<file path="src/rtl/full_adder.sv">
// WIDTH-bit ripple-carry adder a + b + c -> {cout, sum}, with a registered
// copy of the result (plus signed overflow) captured on in_valid.
module full_adder #(
  parameter int WIDTH = 1
) (
  output logic [WIDTH-1:0] sum,
  output logic             cout,
  input  logic [WIDTH-1:0] a,
  input  logic [WIDTH-1:0] b,
  input  logic             c,
  input  logic             clk,
  input  logic             rst_n,
  input  logic             in_valid,
  output logic [WIDTH-1:0] sum_q,
  output logic             cout_q,
  output logic             ovf_q,
  output logic             valid_q
);

  logic [WIDTH:0] k;
  logic           ovf;

  assign k[0] = c;

  // Each bit is one classic full-adder cell; carries ripple LSB to MSB.
  for (genvar i = 0; i < WIDTH; i++) begin : g_cell
    assign sum[i]  = a[i] ^ b[i] ^ k[i];
    assign k[i+1]  = (a[i] & b[i]) | (k[i] & (a[i] ^ b[i]));
  end

  assign cout = k[WIDTH];
  // Signed overflow: carry into the sign bit differs from carry out of it.
  assign ovf  = k[WIDTH] ^ k[WIDTH-1];

  always_ff @(posedge clk) begin
    if (!rst_n) begin
      sum_q   <= '0;
      cout_q  <= 1'b0;
      ovf_q   <= 1'b0;
      valid_q <= 1'b0;
    end else if (in_valid) begin
      sum_q   <= sum;
      cout_q  <= cout;
      ovf_q   <= ovf;
      valid_q <= 1'b1;
    end else begin
      valid_q <= 1'b0;
    end
  end

endmodule

</file>
<file path="config.mk">
export PLATFORM = sky130hd
export DESIGN_NAME = full_adder
export DESIGN_NICKNAME = d
export VERILOG_FILES = /design/src/rtl/full_adder.sv
export SDC_FILE = /design/constraint.sdc
export NUM_CORES = 1
export LEC_CHECK = 0
export ABC_CLOCK_PERIOD_IN_PS = 2600
export CAP_MARGIN = 0
export CORE_AREA = 2 2 39 41
export CTS_BUF_LIST = sky130_fd_sc_hd__clkbuf_8
export DETAILED_ROUTE_END_ITERATION = 7
export DIE_AREA = 0 0 41 43
export DONT_BUFFER_PORTS = 1
export PLACE_DENSITY = 0.33
export RECOVER_POWER = 25
export SLEW_MARGIN = 10
export SYNTH_ARGS = -nofsm -noshare
export SYNTH_HDL_FRONTEND = slang
export SYNTH_SLANG_ARGS = --single-unit
</file>
<file path="constraint.sdc">
create_clock -name clk -period 2.6 [get_ports clk]
set_clock_uncertainty 0.1 [all_clocks]
set_input_delay 0.26 -clock clk [delete_from_list [all_inputs] [get_ports clk]]
set_output_delay 0.26 -clock clk [all_outputs]
set_load 0.005 [all_outputs]
</file>
# Yosys cells after proc, flatten, opt, wreduce, memory -nomap -nowiden

Cells that the tools add are included.

Flip-flop bits (word level): 4
Input port bits: 6
Output and inout port bits: 6
Logic and storage cells: 11

Multiplexer cells: 1
Bitwise gates (word level): 6

Operator list:

| operator    | number |
|---|---|
| $xor 1x1->1 | 3 |
| $and 1x1->1 | 2 |
| $mux 1      | 1 |
| $or 1x1->1  | 1 |

# Logic depth before layout (Yosys ltp)

Word-level depth: 4
Gate-level depth with buffers: 3
Depth with buffers taken out: 3

# Worst setup path after synthesis

OpenSTA, ideal clock, no wires.

Path kind: input to register
From: in a
To: reg ovf_q
Library setup time: 0.119 ns
Data arrival time: 0.961 ns
Data required time: 2.381 ns
Setup slack: 1.420 ns
Stages: 3
Path buffers: 0
Path through: fa_1 -> xnor2_1 -> a21oi_1

Longest elaborated chain between the ends: 4
Elaborated cells on any way between the ends: 5
Classes of those cells: bitwise: 5

RTL lines:

| item                 | RTL line | source |
|---|---|---|
| start, declared      | 8        | `input logic [WIDTH-1:0] a,` |
| $xor 1x1->1          | 28       | `assign k[i+1] = (a[i] & b[i]) \| (k[i] & (a[i] ^ b[i]));` |
| $and 1x1->1          | 28       |  |
| $or 1x1->1 (*)       | 28       |  |
| $xor 1x1->1 (*)      | 33       | `assign ovf = k[WIDTH] ^ k[WIDTH-1];` |
| end signal, assigned | 44       | `ovf_q <= ovf;` |
| end, declared        | 16       | `output logic ovf_q,` |

Every way passes the cells marked *; elsewhere a longest branch is shown, timed or not.
A chain may end at the register's enable or synchronous reset.

# Worst setup path in the final report

From: in a
To: out sum

Longest elaborated chain between the ends: 2

RTL lines:

| item                     | RTL line | source |
|---|---|---|
| $xor 1x1->1 (2 in a row) | 27       | `assign sum[i] = a[i] ^ b[i] ^ k[i];` |
| end, declared            | 6        | `output logic [WIDTH-1:0] sum,` |

Every way passes these cells.

==> metrics.cfg <==
[clock_tree]
clock-sinks = 4
cts.hold.buffers_added = 0
cts_max_path_buffers = 2
cts_resized = 0
ctsHtreeMaxLevel = 1
clk_pin_slew_ps = 30
clock-root-buffer = sky130_fd_sc_hd__clkbuf_8
tritoncts.num_buffers = 3
insertion_delay_ps = 210
post-cts-setup-buffers = 0
cts_tree = yes

[critical_path]
reg2reg_path_depth = 2
cells_along_the_critical_path = fa_1
cp_num_buf_inv = 0
critical_path_peak_fanout = 2
cp.arrival_ps = 840
crit_path_slowest_cell = sky130_fd_sc_hd__fa_1
start_kind = input port
worstSetupPathType = input port to output pin
endpoint_kind = output pin
crit_required_ps = 2240
max_stage_delay_ps = 580
cp.depth = 1
path_delay_family = adder cells

[timing]
period_share = 0.460
worstMarginPinSlew_ps = 173
maxClockFrequency_mhz = 836
worst_slew_margin_rel = 0.884
rsz_0062_raised_after_global_routing = false
setup_tns_final_ps = 0
final-max-slew-violation-count = 0
hold_violations = 0
final_period_demand_of_the_worst_path_ps = 1200
finalSetupViolations = 0

[place]
gp_congestion = 0.627
detailedPlacementHpwl_um = 262
port_buffers = 0

[grt]
overflow = 0
via_count_of_the_first_global_routing_pass = 125
track_usage = 0.0554
first_pass_grt_wire_length_um = 565
grt_max_degree = 6
antenna_violations_before_repair = 0

[cells_and_area]
antenna-diode-count = 0
layout-area-overhead-vs-synth_pct = 38.6
finish.utilization = 0.159
nets = 25
layout-drive-gt1-share = 0.250

[logic_synthesis]
synth_warnings = 0
fraction_of_synthesized_cell_area_taken_by_the_top_area_cell_type = 0.504
synth_xor_area_frac = 0.0551
synth.largest_area_cell = sky130_fd_sc_hd__dfxtp_1
syn_avg_cell_area_um2 = 12.2
syn-num-nets = 20
synth_top_family_by_area = simple AND/OR/NAND/NOR gates
netlist_area_um2 = 159
synth_seq_cells = 4
synth_cell_type_count = 8
ys_top_cells_by_area = sky130_fd_sc_hd__dfxtp_1 50%, sky130_fd_sc_hd__fa_1 13%, sky130_fd_sc_hd__mux2i_1 13%, sky130_fd_sc_hd__nor2b_1 7.9%, sky130_fd_sc_hd__xnor2_1 5.5%
synthSimpleGateAreaFrac = 0.126
yosysSeqAreaShare = 0.504
muxShareOfSynthArea = 0.126
synth_fa_ha_area_frac = 0.126
synth_area_in_compound_gates = 0.0630
synthCells = 13

[min_path]
holdCritPathClass = input port to register
holdPathStages = 1

[detailed_routing]
postRouteAntennaNets = 0
dr_wl_met3_um = 125
route.layer.met1.wl_um = 105
drt_iter0_drc = 0
viasPerCell = 3.50
finalWirelength_um = 349
dr.pass1.iters = 1
met2_wirelength_um = 117
vias = 112
maxUsedRoutingLayer = met3
final_routed_drc_violation_total = 0
avgRoutedWirePerCell_um = 10.9

[power]
power-per-cell-area_nw_per_um2 = 967
total_leakage_power_nw = 0.0856
worst_supply_voltage_drop_on_vdd_uv = 441

[job]
cap_viol_max_count = 0

[die]
top_level_ports = 12
floorplan.initialDensity = 0.115
die-width_um = 41
total_core_area_um2 = 1380
num_rows = 14
chipHeight_um = 43
die_area_um2 = 1760

[status]
outcome = finished clean

==> power breakdown <==
part	switching, mW	internal (mW)	leakage, nW	total, mW
sequential	0.00329	0.0666	0.0332	0.0699
combinational	0.00594	0.00791	0.0308	0.0138
clock	0.0306	0.0985	0.0216	0.129
==> Yosys cell counts, drive strengths merged <==
master	number
a21oi	1
and2	1
dfxtp	4
fa	1
mux2i	2
nor2b	2
o21ai	1
xnor2	1
==> sequential cells by signal, indices dropped and copies added, names as in the netlist <==
| name | flops |
|---|---|
| cout_q | 1 |
| ovf_q | 1 |
| sum_q | 1 |
| valid_q | 1 |
==> worst paths after layout <==
check                start  slack (ps)    end
setup / recovery         a        1400    sum
hold / removal    in_valid          40  ovf_q
setup reg to reg     ovf_q        1880  ovf_q
hold reg to reg      sum_q         440  sum_q
==> stage by stage <==
step	worst slack, ps	cells	power [mW]	hold slack, ps	instance area (um2)
5_1_grt	1390	32	0.225	39.6	220
4_1_cts	1400	32	0.215	36.9	220
6_report	1400	32	0.213	35.8	220
2_1_floorplan	1420	13	0.0817	249	159
3_5_place_dp	1360	29	0.0848	255	179
3_3_place_gp	1360	29	0.0848	251	179
==> routing by layer <==
| layer | vias to the layer above | global-route usage |
|---|---|---|
| li1 | 49 | - |
| met1 | 48 | 0.0455 |
| met2 | 15 | 0.0531 |
| met3 | 0 | 0.126 |
| met4 | 0 | 0 |
| met5 | - | 0 |
==> final cells by class <==
cell class              count  area, um2
multi-input cells           9       78.8
fillers                   148       1160
well taps                  16       20.0
flip-flops and latches      4       80.1
clock buffers               3       41.3
==> cells in the final DEF (no fill, tap or decap) <==
cell type	n
sky130_fd_sc_hd__mux2i_1	2
sky130_fd_sc_hd__o21ai_0	1
sky130_fd_sc_hd__nor2b_1	2
sky130_fd_sc_hd__a21oi_1	1
sky130_fd_sc_hd__xnor2_1	1
sky130_fd_sc_hd__and2_2	1
sky130_fd_sc_hd__dfxtp_1	4
sky130_fd_sc_hd__clkbuf_8	3
sky130_fd_sc_hd__fa_1	1
==> kinds of logic (layout without fill, tap and decap cells) <==
kind of cell / count (synthesis) / in the layout
compound gates: 2 / 2
xor+xnor: 1 / 1
fa+ha+maj: 1 / 1
buf+inv: 0 / 3
flops: 4 / 4
mux: 2 / 2
simple gates: 3 / 3
(Power assumes the default switching activity.)
